==> src/rtl/ccc_apb_reconfig_if.sv <==
// Command/response stream between SoC control logic and the CCC reconfiguration block.
// The SoC side uses the master modport and the reconfiguration block uses the slave modport.
interface ccc_apb_reconfig_if;
    logic       cmd_valid;
    logic       cmd_ready;
    logic [1:0] cmd_op;
    logic [5:0] cmd_addr;
    logic [7:0] cmd_wdata;
    logic       rsp_valid;
    logic [7:0] rsp_rdata;
    logic       rsp_error;

    modport master (
        output cmd_valid, cmd_op, cmd_addr, cmd_wdata,
        input  cmd_ready, rsp_valid, rsp_rdata, rsp_error
    );

    modport slave (
        input  cmd_valid, cmd_op, cmd_addr, cmd_wdata,
        output cmd_ready, rsp_valid, rsp_rdata, rsp_error
    );
endinterface

==> src/rtl/ccc_apb_reconfig.sv <==
// APB3 initiator for the CCC/PLL dynamic-configuration port, with PLL re-lock sequencing and LOCK supervision.
// Latency: write/read respond 3 cycles after accept; relock responds RST_CYCLES + lock wait + 1 cycles after accept.
// Backpressure: cmd_ready only in IDLE with CCC not busy; responses are single-cycle pulses that cannot be stalled.
module ccc_apb_reconfig #(
    parameter int RST_CYCLES   = 16,
    parameter int LOCK_TIMEOUT = 65535
) (
    input  logic                     clk,
    input  logic                     reset,
    ccc_apb_reconfig_if.slave        cmd,
    output logic                     ccc_preset_n,
    output logic                     ccc_psel,
    output logic                     ccc_penable,
    output logic                     ccc_pwrite,
    output logic [5:0]               ccc_paddr,
    output logic [7:0]               ccc_pwdata,
    input  logic [7:0]               ccc_prdata,
    input  logic                     ccc_busy,
    input  logic                     ccc_lock,
    output logic                     pll_arst_n,
    output logic                     lock_ok,
    output logic                     lock_lost
);

    typedef enum logic [2:0] {
        IDLE,
        SETUP,
        ACCESS,
        PLLRST,
        WAITLOCK,
        RSP
    } state_t;

    localparam logic [1:0]  OP_WRITE  = 2'd0;
    localparam logic [1:0]  OP_RELOCK = 2'd2;
    localparam logic [7:0]  RST_LOAD  = 8'(RST_CYCLES - 1);
    localparam logic [15:0] TO_LAST   = 16'(LOCK_TIMEOUT - 1);

    state_t      state;
    logic [1:0]  op_q;
    logic [7:0]  rst_cnt;
    logic [15:0] to_cnt;
    logic        lock_s1;
    logic        lock_s;
    logic        lock_s_d;
    logic        accept;

    assign cmd.cmd_ready = !reset && (state == IDLE) && !ccc_busy;
    assign accept        = cmd.cmd_valid && cmd.cmd_ready;
    assign lock_ok       = lock_s;

    always_ff @(posedge clk) begin
        if (reset) begin
            state         <= IDLE;
            op_q          <= '0;
            rst_cnt       <= '0;
            to_cnt        <= '0;
            lock_s1       <= 1'b0;
            lock_s        <= 1'b0;
            lock_s_d      <= 1'b0;
            ccc_preset_n  <= 1'b0;
            ccc_psel      <= 1'b0;
            ccc_penable   <= 1'b0;
            ccc_pwrite    <= 1'b0;
            ccc_paddr     <= '0;
            ccc_pwdata    <= '0;
            pll_arst_n    <= 1'b1;
            lock_lost     <= 1'b0;
            cmd.rsp_valid <= 1'b0;
            cmd.rsp_rdata <= '0;
            cmd.rsp_error <= 1'b0;
        end else begin
            ccc_preset_n  <= 1'b1;
            lock_s1       <= ccc_lock;
            lock_s        <= lock_s1;
            lock_s_d      <= lock_s;
            cmd.rsp_valid <= 1'b0;

            // A relock accept clears the flag even if lock falls in that same cycle.
            if (accept && cmd.cmd_op == OP_RELOCK) begin
                lock_lost <= 1'b0;
            end else if (lock_s_d && !lock_s && state != PLLRST && state != WAITLOCK) begin
                lock_lost <= 1'b1;
            end

            case (state)
                IDLE: begin
                    if (accept) begin
                        op_q <= cmd.cmd_op;
                        if (cmd.cmd_op == OP_RELOCK) begin
                            state      <= PLLRST;
                            pll_arst_n <= 1'b0;
                            rst_cnt    <= RST_LOAD;
                        end else begin
                            state       <= SETUP;
                            ccc_psel    <= 1'b1;
                            ccc_penable <= 1'b0;
                            ccc_pwrite  <= (cmd.cmd_op == OP_WRITE);
                            ccc_paddr   <= cmd.cmd_addr;
                            ccc_pwdata  <= cmd.cmd_wdata;
                        end
                    end
                end
                SETUP: begin
                    state       <= ACCESS;
                    ccc_penable <= 1'b1;
                end
                ACCESS: begin
                    // No PREADY on the CCC port: read data is valid at the end of this single cycle.
                    state         <= RSP;
                    ccc_psel      <= 1'b0;
                    ccc_penable   <= 1'b0;
                    ccc_pwrite    <= 1'b0;
                    cmd.rsp_valid <= 1'b1;
                    cmd.rsp_rdata <= (op_q == OP_WRITE) ? 8'd0 : ccc_prdata;
                    cmd.rsp_error <= 1'b0;
                end
                PLLRST: begin
                    if (rst_cnt == 8'd0) begin
                        state      <= WAITLOCK;
                        pll_arst_n <= 1'b1;
                        to_cnt     <= '0;
                    end else begin
                        rst_cnt <= rst_cnt - 8'd1;
                    end
                end
                WAITLOCK: begin
                    if (lock_s) begin
                        state         <= RSP;
                        cmd.rsp_valid <= 1'b1;
                        cmd.rsp_rdata <= 8'd0;
                        cmd.rsp_error <= 1'b0;
                    end else if (to_cnt == TO_LAST) begin
                        state         <= RSP;
                        cmd.rsp_valid <= 1'b1;
                        cmd.rsp_rdata <= 8'd0;
                        cmd.rsp_error <= 1'b1;
                    end else begin
                        to_cnt <= to_cnt + 16'd1;
                    end
                end
                RSP: begin
                    state <= IDLE;
                end
                default: begin
                    state <= IDLE;
                end
            endcase
        end
    end

endmodule
==> src/flat_wrapper.sv <==
// flat-port wrapper written by rule: the top's interface ports become plain ports
module ccc_apb_reconfig_flat 
#(
    parameter int RST_CYCLES   = 16,
    parameter int LOCK_TIMEOUT = 65535
)
  (clk, reset, ccc_preset_n, ccc_psel, ccc_penable, ccc_pwrite, ccc_paddr, ccc_pwdata, ccc_prdata, ccc_busy, ccc_lock, pll_arst_n, lock_ok, lock_lost, cmd_cmd_valid, cmd_cmd_op, cmd_cmd_addr, cmd_cmd_wdata, cmd_cmd_ready, cmd_rsp_valid, cmd_rsp_rdata, cmd_rsp_error);
  ccc_apb_reconfig_if cmd_i ();
  input  logic clk;
  input  logic reset;
  output logic ccc_preset_n;
  output logic ccc_psel;
  output logic ccc_penable;
  output logic ccc_pwrite;
  output logic [5:0] ccc_paddr;
  output logic [7:0] ccc_pwdata;
  input  logic [7:0] ccc_prdata;
  input  logic ccc_busy;
  input  logic ccc_lock;
  output logic pll_arst_n;
  output logic lock_ok;
  output logic lock_lost;
  input wire logic [$bits(cmd_i.cmd_valid)-1:0] cmd_cmd_valid;
  input wire logic [$bits(cmd_i.cmd_op)-1:0] cmd_cmd_op;
  input wire logic [$bits(cmd_i.cmd_addr)-1:0] cmd_cmd_addr;
  input wire logic [$bits(cmd_i.cmd_wdata)-1:0] cmd_cmd_wdata;
  output wire logic [$bits(cmd_i.cmd_ready)-1:0] cmd_cmd_ready;
  output wire logic [$bits(cmd_i.rsp_valid)-1:0] cmd_rsp_valid;
  output wire logic [$bits(cmd_i.rsp_rdata)-1:0] cmd_rsp_rdata;
  output wire logic [$bits(cmd_i.rsp_error)-1:0] cmd_rsp_error;
  assign cmd_i.cmd_valid = cmd_cmd_valid;
  assign cmd_i.cmd_op = cmd_cmd_op;
  assign cmd_i.cmd_addr = cmd_cmd_addr;
  assign cmd_i.cmd_wdata = cmd_cmd_wdata;
  assign cmd_cmd_ready = cmd_i.cmd_ready;
  assign cmd_rsp_valid = cmd_i.rsp_valid;
  assign cmd_rsp_rdata = cmd_i.rsp_rdata;
  assign cmd_rsp_error = cmd_i.rsp_error;
  ccc_apb_reconfig #(.RST_CYCLES(RST_CYCLES), .LOCK_TIMEOUT(LOCK_TIMEOUT)) u_core (.clk(clk), .reset(reset), .cmd(cmd_i), .ccc_preset_n(ccc_preset_n), .ccc_psel(ccc_psel), .ccc_penable(ccc_penable), .ccc_pwrite(ccc_pwrite), .ccc_paddr(ccc_paddr), .ccc_pwdata(ccc_pwdata), .ccc_prdata(ccc_prdata), .ccc_busy(ccc_busy), .ccc_lock(ccc_lock), .pll_arst_n(pll_arst_n), .lock_ok(lock_ok), .lock_lost(lock_lost));
endmodule
==> config.mk <==
export PLATFORM = sky130hd
export DESIGN_NAME = ccc_apb_reconfig_flat
export DESIGN_NICKNAME = d
export VERILOG_FILES = /design/src/rtl/ccc_apb_reconfig_if.sv /design/src/rtl/ccc_apb_reconfig.sv /design/src/flat_wrapper.sv
export SDC_FILE = /design/constraint.sdc
export NUM_CORES = 1
export LEC_CHECK = 0
export ABC_CLOCK_PERIOD_IN_PS = 2700
export CORE_ASPECT_RATIO = 0.9
export CORE_MARGIN = 2
export CORE_UTILIZATION = 45
export CTS_CLUSTER_DIAMETER = 50
export CTS_CLUSTER_SIZE = 8
export DETAILED_ROUTE_END_ITERATION = 16
export GPL_ROUTABILITY_DRIVEN = 0
export PLACE_DENSITY = 0.73
export RECOVER_POWER = 50
export SYNTH_ARGS = -nofsm -noshare
export SYNTH_HDL_FRONTEND = slang
export SYNTH_SLANG_ARGS = --single-unit
==> constraint.sdc <==
create_clock -name clk -period 2.7 [get_ports clk]
set_input_delay 0.675 -clock clk [delete_from_list [all_inputs] [get_ports clk]]
set_output_delay 0.675 -clock clk [all_outputs]
set_load 0.02 [all_outputs]
==> flow_summary.html, run 1 <==
<table>
<tr><th>Metric</th><th>Value</th></tr>
<tr><th colspan="2">Status</th></tr>
<tr><td>Status</td><td>finished clean</td></tr>
<tr><th colspan="2">Floorplanning</th></tr>
<tr><td>Chip width</td><td>86.1 um</td></tr>
<tr><td>Count of standard-cell rows</td><td>26</td></tr>
<tr><td>Total core area</td><td>0.00576 mm^2</td></tr>
<tr><td>Initial Utilization</td><td>47.4%</td></tr>
<tr><td>DIE AREA</td><td>0.00670 mm^2</td></tr>
<tr><td>Die Ht</td><td>77.9 um</td></tr>
<tr><td>I/O pin count</td><td>61</td></tr>
<tr><th colspan="2">Worst setup path</th></tr>
<tr><td>Critical setup path kind</td><td>primary input to output pin</td></tr>
<tr><td>Capturing instance or port of the critical path</td><td>cmd_cmd_ready</td></tr>
<tr><td>Worst path buffer plus inverter count</td><td>2</td></tr>
<tr><td>Type of destination of the critical path</td><td>output pin</td></tr>
<tr><td>Largest delay contributor family on the critical path</td><td>buffers and inverters</td></tr>
<tr><td>End of the worst register-to-register path</td><td>u_core.to_cnt[14]</td></tr>
<tr><td>R2R cell count</td><td>7</td></tr>
<tr><td>Worst-path maximum fanout</td><td>2</td></tr>
<tr><td>Peak per-stage delay on the critical path</td><td>0.49 ns</td></tr>
<tr><td>Critical Path Source</td><td>reset</td></tr>
<tr><td>Data arrival time of the critical path</td><td>1.88 ns</td></tr>
<tr><td>Startpoint Class</td><td>primary input</td></tr>
<tr><td>Worst reg2reg startpoint</td><td>u_core.rst_cnt[0]</td></tr>
<tr><td>Worst EP required</td><td>2.03 ns</td></tr>
<tr><td>Reg2Reg Setup Slack</td><td>0.40 ns</td></tr>
<tr><td>Critical path depth in cells</td><td>4</td></tr>
<tr><td>Cell chain of the critical path</td><td>clkdlybuf4s50_1 -&gt; or4_4 -&gt; nor2_1 -&gt; clkbuf_2</td></tr>
<tr><td>Max stage delay cell, worst path</td><td>or4_4</td></tr>
<tr><th colspan="2">Hold path</th></tr>
<tr><td>Class of the tightest hold or removal check</td><td>register to register</td></tr>
<tr><td>Worst Hold Path Cells</td><td>1</td></tr>
<tr><th colspan="2">Cells and area</th></tr>
<tr><td>Area of all sequential standard cells</td><td>0.00124 mm^2</td></tr>
<tr><td>Synthesis-to-layout area growth</td><td>33.7%</td></tr>
<tr><td>Post-layout net count</td><td>409</td></tr>
<tr><td>Area occupied by multi-input gates</td><td>0.00136 mm^2</td></tr>
<tr><td>Post-route non-filler standard cell count</td><td>451</td></tr>
<tr><td>Number of diodes added for antenna fixing</td><td>0</td></tr>
<tr><td>Fraction of final layout cells with drive strength greater than 1</td><td>9.71%</td></tr>
<tr><td>Fill cell count</td><td>492</td></tr>
<tr><td>Final Util</td><td>63.4%</td></tr>
<tr><th colspan="2">Clock network</th></tr>
<tr><td>Maximum number of buffers from clock root to sink</td><td>2</td></tr>
<tr><td>Root buffer cell</td><td>clkbuf_8</td></tr>
<tr><td>Clock transition time at the flip-flop clock pins of the worst setup and hold paths</td><td>0.07 ns</td></tr>
<tr><td>Clock sink total</td><td>62</td></tr>
<tr><td>Deepest level of the CTS H-tree</td><td>3</td></tr>
<tr><td>Post-CTS Hold Buffers</td><td>0</td></tr>
<tr><td>Clock buffer count from CTS</td><td>9</td></tr>
<tr><td>Clock Latency Late Sink</td><td>0.35 ns</td></tr>
<tr><td>Clock tree from TritonCTS</td><td>done</td></tr>
<tr><th colspan="2">Yosys</th></tr>
<tr><td>Share of synthesized area occupied by flip-flops and latches</td><td>45.5%</td></tr>
<tr><td>Post-synth cell types</td><td>50</td></tr>
<tr><td>EDFF count, synth</td><td>0</td></tr>
<tr><td>Top cell type's share of synthesized area</td><td>45.5%</td></tr>
<tr><td>Synthesized flop and latch total</td><td>62</td></tr>
<tr><td>Yosys warnings</td><td>0</td></tr>
<tr><td>Synth Net Count</td><td>342</td></tr>
<tr><td>Synth Cell Area</td><td>0.00273 mm^2</td></tr>
<tr><td>Async S/R FF share, synth</td><td>0%</td></tr>
<tr><td>Cells taking the most area after synthesis</td><td>dfxtp_1, nand2_1, a21oi_1, nor2_1, a22o_1</td></tr>
<tr><td>Cells after Synth</td><td>309</td></tr>
<tr><td>Most common flop cell mapped by yosys</td><td>dfxtp_1</td></tr>
<tr><td>Post-synthesis cell type with the largest combined area</td><td>dfxtp_1</td></tr>
<tr><td>Synthesized area divided by synthesized cell count</td><td>8.83 um^2</td></tr>
<tr><th colspan="2">Timing</th></tr>
<tr><td>Unrepaired setup endpoints after global routing</td><td>no</td></tr>
<tr><td>Shortest clock period the worst path allows after layout</td><td>2.55 ns</td></tr>
<tr><td>Final worst clock skew</td><td>0.00585 ns</td></tr>
<tr><td>Final Cycle Share</td><td>94.6%</td></tr>
<tr><td>Number of endpoints failing setup at the final stage</td><td>0</td></tr>
<tr><td>Max Freq</td><td>392 MHz</td></tr>
<tr><td>Max-slew violation count</td><td>0</td></tr>
<tr><td>Sum of negative setup slack</td><td>0 ns</td></tr>
<tr><td>Relative slew slack</td><td>41.9%</td></tr>
<tr><td>Slew @ Worst Pin</td><td>0.864 ns</td></tr>
<tr><td>Total count of hold-check failures in the final report</td><td>0</td></tr>
<tr><th colspan="2">Job</th></tr>
<tr><td>Maximum Capacitance Violations</td><td>0</td></tr>
<tr><th colspan="2">Placed design</th></tr>
<tr><td>Count of buffers from port buffering</td><td>60</td></tr>
<tr><td>Number of placed cells counting well taps</td><td>435</td></tr>
<tr><td>Detail Placement HPWL</td><td>4380 um</td></tr>
<tr><th colspan="2">Routing</th></tr>
<tr><td>Wire per inst</td><td>13.9 um</td></tr>
<tr><td>Number of DRC violations after detailed routing</td><td>0</td></tr>
<tr><td>Via-per-instance ratio</td><td>5.49</td></tr>
<tr><td>Antenna-violating nets left</td><td>0</td></tr>
<tr><td>Total wire length</td><td>6250 um</td></tr>
<tr><td>Via count of the routed design</td><td>2476</td></tr>
<tr><td>Router iterations before antenna repair</td><td>4</td></tr>
<tr><td>Starting DRC count in detailed routing</td><td>130</td></tr>
<tr><th colspan="2">Global route</th></tr>
<tr><td>Global routing usage summed across all routing layers</td><td>20.8%</td></tr>
<tr><td>Pin count of the biggest net entering global routing</td><td>40</td></tr>
<tr><td>Antenna violations before repair</td><td>0</td></tr>
<tr><td>Remaining Overflow, GRT</td><td>0</td></tr>
<tr><td>Wire length of the first global-routing pass</td><td>11100 um</td></tr>
<tr><td>Vias in the first global route</td><td>2431</td></tr>
<tr><th colspan="2">Power and ir drop</th></tr>
<tr><td>PD cells</td><td>617 mW/mm^2</td></tr>
<tr><td>Reported leakage power</td><td>0.00134 uW</td></tr>
<tr><td>Final Power</td><td>2250 uW</td></tr>
<tr><td>Maximum vdd ir drop</td><td>0.443 mV</td></tr>
</table>
cell type report:
cell class / count / share of cell area (%)
Clock buffer: 10 / 3.77
Clock inverter: 6 / 3.64
Inverter: 8 / 0.823
Multi-Input combinational cell: 224 / 37.2
Sequential cell: 62 / 34.0
Tap cell: 70 / 2.40
Timing Repair Buffer: 71 / 18.1
state kept, by name, summed over array words and instances (netlist names):
signal	cells
u_core.cmd.rsp_error	1
u_core.pll_arst_n	1
u_core.ccc_pwrite	1
u_core.cmd.rsp_valid	1
u_core.lock_s1	1
u_core.state	3
u_core.cmd.rsp_rdata	8
u_core.lock_ok	1
u_core.ccc_preset_n	1
u_core.ccc_penable	1
u_core.ccc_psel	1
u_core.op_q	2
u_core.to_cnt	16
u_core.lock_s_d	1
u_core.rst_cnt	8
u_core.ccc_pwdata	8
u_core.lock_lost	1
u_core.ccc_paddr	6
worst min-delay path by stage:
stage | endpoint | start
finish | u_core.lock_ok | u_core.lock_s1
global route | u_core.lock_ok | u_core.lock_s1
CTS | u_core.lock_ok | u_core.lock_s1
detailed placement | u_core.lock_ok | u_core.lock_s1
global placement | u_core.lock_ok | u_core.lock_s1
floorplan | u_core.lock_ok | u_core.lock_s1
layer usage:
metal / vias up / GRT usage [%] / wire length (um)
met3: 7 / 9.89 / 508
met5: - / 0 / 0
met4: 0 / 7.14 / 61
li1: 1247 / - / -
met2: 64 / 32.2 / 2880
met1: 1158 / 25.0 / 2800
stage by stage:
step                cell area [um^2]  hold slack [ns]  setup slack (ns)
floorplan                       2730            0.414             0.513
global placement                3410            0.416            -0.284
detailed placement              3410            0.437            -0.300
CTS                             3680            0.444          0.000693
global route                    3650            0.473            0.0741
finish                          3650            0.450             0.147
logic make-up after synthesis:
logic type      after synthesis  share of synthesized area, %
mux                           5                          1.88
simple gates                138                          28.2
fa+ha+maj                     4                          1.83
flops                        62                          45.5
compound gates               74                          17.3
buf+inv                      23                          4.31
xor+xnor                      3                         0.963
power breakdown:
group / internal [uW] / switching (uW)
combinational: 93.7 / 109
sequential: 935 / 13.2
clock: 730 / 369
synth_stat cells, drive strengths merged (3+ instances only):
cell type	instances
o21ai	11
nand3	6
dfxtp	62
nor3	13
or4	7
ha	4
nand2b	3
a311oi	4
nor2	23
nand2	52
nor2b	5
mux2i	4
a211oi	3
a21oi	34
o31ai	5
nand4	5
inv	8
a22o	8
buf	8
clkbuf	7
or3	8
nor4	4
layout by cell type (no fill, tap or decap), types with 5 or more instances in the layout:
cell             netlist  routed
a22o_1                 8       8
inv_1                  8       8
dlygate4sd3_1          0      30
nand3_1                5       5
buf_4                  1       6
nor2b_1                5       5
nand2_1               52      52
o31ai_1                5       5
dfxtp_1               62      62
clkdlybuf4s50_1        0      29
nor2_1                23      23
nor3_1                11      12
or3_1                  8       8
clkbuf_8               0      10
a21oi_1               32      32
o21ai_0               11      11
or4_1                  5       5
worst reg2reg max path, delay by kind of cell, from the launching register on:
family / cells / cell delay, ns
AO/OA/AOI/OAI: 2 / 0.40
AND/OR/NAND/NOR: 3 / 1.22
buffers and inverters: 1 / 0.09
flip-flops: 1 / 0.35
adder cells (fa/ha/maj): 1 / 0.17
repair_timing:
item	4_1_cts	5_1_grt
setup endpoints to repair	1	1
setup buffers	0	0
gates resized for setup	2	1
(Power assumes the default switching activity.)
==> run 2, diff against run 1 <==
--- a/config.mk
+++ b/config.mk
@@ -5,7 +5,8 @@
 export SDC_FILE = /design/constraint.sdc
 export NUM_CORES = 1
 export LEC_CHECK = 0
-export ABC_CLOCK_PERIOD_IN_PS = 2700
+export ABC_CLOCK_PERIOD_IN_PS = 2420
+export CAP_MARGIN = 20
 export CORE_ASPECT_RATIO = 0.9
 export CORE_MARGIN = 2
 export CORE_UTILIZATION = 45
==> constraint.sdc (replaced) <==
create_clock -name clk -period 2.42 [get_ports clk]
set_input_delay 0.605 -clock clk [delete_from_list [all_inputs] [get_ports clk]]
set_output_delay 0.605 -clock clk [all_outputs]
set_load 0.02 [all_outputs]
==> run 2 against run 1 <==
Compared with the run above:
- clock skew is 0.0023 ns higher
- sequential share of layout area is 0.47 points higher
- global-route usage is 0.51 points lower
- clock power down 25%
- count of clock-buffer cells in the layout stayed put
- core utilization decreased by 0.87 points
- sequential cell count stayed put
- die area unchanged
- wire length fell by 0.80%
- largest cell class unchanged
- highest routed layer unchanged
==> flow_summary.html, run 2 (synthesis results as in run 1) <==
<table>
<tr><th>Metric</th><th>Value</th></tr>
<tr><th colspan="2">Status</th></tr>
<tr><td>Status</td><td>finished clean (unchanged)</td></tr>
<tr><th colspan="2">Clock network</th></tr>
<tr><td>Clock transition time at the flip-flop clock pins of the worst setup and hold paths</td><td>0.07 ns (about the same)</td></tr>
<tr><td>Clock sink total</td><td>62 (unchanged)</td></tr>
<tr><td>Maximum number of buffers from clock root to sink</td><td>2 (unchanged)</td></tr>
<tr><td>Deepest level of the CTS H-tree</td><td>3 (unchanged)</td></tr>
<tr><td>Clock tree from TritonCTS</td><td>done (unchanged)</td></tr>
<tr><td>Root buffer cell</td><td>clkbuf_8 (unchanged)</td></tr>
<tr><td>Post-CTS Hold Buffers</td><td>0 (unchanged)</td></tr>
<tr><td>Clock buffer count from CTS</td><td>9 (unchanged)</td></tr>
<tr><td>Clock Latency Late Sink</td><td>0.34 ns (was 0.35 ns)</td></tr>
<tr><th colspan="2">Routing</th></tr>
<tr><td>Via count of the routed design</td><td>2462 (was 2476)</td></tr>
<tr><td>Starting DRC count in detailed routing</td><td>102 (was 130)</td></tr>
<tr><td>Antenna-violating nets left</td><td>0 (unchanged)</td></tr>
<tr><td>Total wire length</td><td>6200 um (was 6250 um)</td></tr>
<tr><td>Via-per-instance ratio</td><td>5.42 (was 5.49)</td></tr>
<tr><td>Number of DRC violations after detailed routing</td><td>0 (unchanged)</td></tr>
<tr><td>Router iterations before antenna repair</td><td>4 (unchanged)</td></tr>
<tr><td>Wire per inst</td><td>13.7 um (was 13.9 um)</td></tr>
<tr><th colspan="2">Global route</th></tr>
<tr><td>Global routing usage summed across all routing layers</td><td>20.3% (was 20.8%)</td></tr>
<tr><td>Wire length of the first global-routing pass</td><td>10800 um (was 11100 um)</td></tr>
<tr><td>Remaining Overflow, GRT</td><td>0 (unchanged)</td></tr>
<tr><td>Vias in the first global route</td><td>2411 (was 2431)</td></tr>
<tr><td>Antenna violations before repair</td><td>0 (unchanged)</td></tr>
<tr><td>Pin count of the biggest net entering global routing</td><td>40 (unchanged)</td></tr>
<tr><th colspan="2">Timing</th></tr>
<tr><td>Smallest setup slack after layout</td><td>0.0572 ns (was 0.147 ns)</td></tr>
<tr><td>Total count of hold-check failures in the final report</td><td>0 (unchanged)</td></tr>
<tr><td>Final worst clock skew</td><td>0.00811 ns (was 0.00585 ns)</td></tr>
<tr><td>Sum of negative setup slack</td><td>0 ns (unchanged)</td></tr>
<tr><td>Slew @ Worst Pin</td><td>0.861 ns (was 0.864 ns)</td></tr>
<tr><td>Relative slew slack</td><td>42.1% (was 41.9%)</td></tr>
<tr><td>Final Cycle Share</td><td>97.6%</td></tr>
<tr><td>Max-slew violation count</td><td>0 (unchanged)</td></tr>
<tr><td>Number of endpoints failing setup at the final stage</td><td>0 (unchanged)</td></tr>
<tr><td>Max Freq</td><td>423 MHz</td></tr>
<tr><td>Worst hold margin</td><td>0.436 ns (was 0.450 ns)</td></tr>
<tr><td>Unrepaired setup endpoints after global routing</td><td>no (unchanged)</td></tr>
<tr><td>Shortest clock period the worst path allows after layout</td><td>2.36 ns</td></tr>
<tr><th colspan="2">Placed design</th></tr>
<tr><td>Detail Placement HPWL</td><td>4380 um (about the same)</td></tr>
<tr><td>Count of buffers from port buffering</td><td>60 (unchanged)</td></tr>
<tr><td>Post-Place Worst Slack</td><td>-0.418 ns (was -0.300 ns)</td></tr>
<tr><td>Placed Instance Area</td><td>0.00345 mm^2 (was 0.00341 mm^2)</td></tr>
<tr><th colspan="2">Cells and area</th></tr>
<tr><td>Area occupied by multi-input gates</td><td>0.00136 mm^2 (about the same)</td></tr>
<tr><td>Register ranked first by flip-flop count</td><td>u_core.to_cnt (unchanged)</td></tr>
<tr><td>Commonest non-fill, non-tap cell in the layout</td><td>dfxtp_1 (unchanged)</td></tr>
<tr><td>Area of all sequential standard cells</td><td>0.00124 mm^2 (unchanged)</td></tr>
<tr><td>Number of flip-flops under the largest register name</td><td>16 (unchanged)</td></tr>
<tr><td>Top library cells by usage in the layout, fill and taps aside</td><td>dfxtp_1, nand2_1, a21oi_1, dlygate4sd3_1, clkdlybuf4s50_1 (unchanged)</td></tr>
<tr><td>Synthesis-to-layout area growth</td><td>31.9% (was 33.7%)</td></tr>
<tr><td>Final Util</td><td>62.5% (was 63.4%)</td></tr>
<tr><td>Post-layout net count</td><td>412 (was 409)</td></tr>
<tr><td>Fraction of final layout cells with drive strength greater than 1</td><td>10.9% (was 9.71%)</td></tr>
<tr><td>Number of diodes added for antenna fixing</td><td>0 (unchanged)</td></tr>
<tr><td>Fill cell count</td><td>488 (was 492)</td></tr>
<tr><td>Post-route cell area</td><td>0.00360 mm^2 (was 0.00365 mm^2)</td></tr>
<tr><th colspan="2">Power and ir drop</th></tr>
<tr><td>Reported leakage power</td><td>0.00132 uW (was 0.00134 uW)</td></tr>
<tr><td>PD cells</td><td>588 mW/mm^2 (was 617 mW/mm^2)</td></tr>
<tr><td>Maximum vdd ir drop</td><td>0.379 mV (was 0.443 mV)</td></tr>
<tr><th colspan="2">Floorplanning</th></tr>
<tr><td>Initial Utilization</td><td>47.4% (unchanged)</td></tr>
<tr><td>I/O pin count</td><td>61 (unchanged)</td></tr>
<tr><td>DIE AREA</td><td>0.00670 mm^2 (unchanged)</td></tr>
<tr><td>Die Ht</td><td>77.9 um (unchanged)</td></tr>
<tr><td>Count of standard-cell rows</td><td>26 (unchanged)</td></tr>
<tr><td>Chip width</td><td>86.1 um (unchanged)</td></tr>
<tr><td>Total core area</td><td>0.00576 mm^2 (unchanged)</td></tr>
<tr><th colspan="2">Worst setup path</th></tr>
<tr><td>Data arrival time of the critical path</td><td>1.76 ns (was 1.88 ns)</td></tr>
<tr><td>Worst reg2reg startpoint</td><td>u_core.rst_cnt[0] (unchanged)</td></tr>
<tr><td>Worst EP required</td><td>1.81 ns (was 2.03 ns)</td></tr>
<tr><td>Type of destination of the critical path</td><td>output pin (unchanged)</td></tr>
<tr><td>Capturing instance or port of the critical path</td><td>cmd_cmd_ready (unchanged)</td></tr>
<tr><td>R2R cell count</td><td>8 (was 7)</td></tr>
<tr><td>Worst-path maximum fanout</td><td>2 (unchanged)</td></tr>
<tr><td>Reg2Reg Setup Slack</td><td>0.22 ns (was 0.40 ns)</td></tr>
<tr><td>End of the worst register-to-register path</td><td>u_core.to_cnt[5] (was u_core.to_cnt[14])</td></tr>
<tr><td>Critical Path Source</td><td>reset (unchanged)</td></tr>
<tr><td>Startpoint Class</td><td>primary input (unchanged)</td></tr>
<tr><td>Critical setup path kind</td><td>primary input to output pin (unchanged)</td></tr>
<tr><th colspan="2">Job</th></tr>
<tr><td>Maximum Capacitance Violations</td><td>0 (unchanged)</td></tr>
<tr><th colspan="2">Hold path</th></tr>
<tr><td>Class of the tightest hold or removal check</td><td>register to register (unchanged)</td></tr>
</table>
[run 2: how the worst min path moves through the flow]
stage / start / slack, ns / depth (start not counted) / to
final: u_core.lock_s1 / 0.44 / 1 / u_core.lock_ok
after global routing: u_core.ccc_pwdata[1] / 0.47 / 2 / u_core.ccc_pwdata[1]
after CTS: u_core.lock_s1 / 0.44 / 1 / u_core.lock_ok
after detailed placement: u_core.lock_s1 / 0.42 / 1 / u_core.lock_ok
after global placement: u_core.lock_s1 / 0.42 / 1 / u_core.lock_ok
after floorplan: u_core.lock_s1 / 0.41 / 1 / u_core.lock_ok
[run 2: what timing repair did]
action                     in CTS  in global routing
setup endpoints to repair       1                  2
resized for setup               4                  2
setup buffers                   0                  0
[run 2: area by class of cell]
type / count / share of cell area (%)
Clock buffer: 10 / 3.82
Timing Repair Buffer: 74 / 19.2
Tap cell: 70 / 2.43
Inverter: 8 / 0.834
Multi-Input combinational cell: 224 / 37.9
Clock inverter: 6 / 1.29
Sequential cell: 62 / 34.5
[run 2: metrics by stage]
step,instances,power (uW)
3_3_place_gp,438,1320
2_1_floorplan,309,1210
6_report,454,2120
4_1_cts,454,2160
3_5_place_dp,438,1320
5_1_grt,454,2210
[run 2: per-layer routing]
| layer | vias up | GRT usage (%) | wire [um] |
|---|---|---|---|
| met4 | 0 | 7.94 | 108 |
| met5 | - | 0 | 0 |
| li1 | 1252 | - | - |
| met1 | 1137 | 23.1 | 2730 |
| met3 | 12 | 10.4 | 524 |
| met2 | 61 | 31.9 | 2840 |
[run 2: report_power, final]
group / total (uW) / switching (uW) / internal [uW]
Clock: 828 / 424 / 404
Sequential: 1060 / 14.8 / 1040
Combinational: 232 / 121 / 111
[run 2: critical path, cell delays in order]
cell	delay (ns)
clkdlybuf4s50_1	0.42
or4_4	0.49
nor2_1	0.10
buf_4	0.14
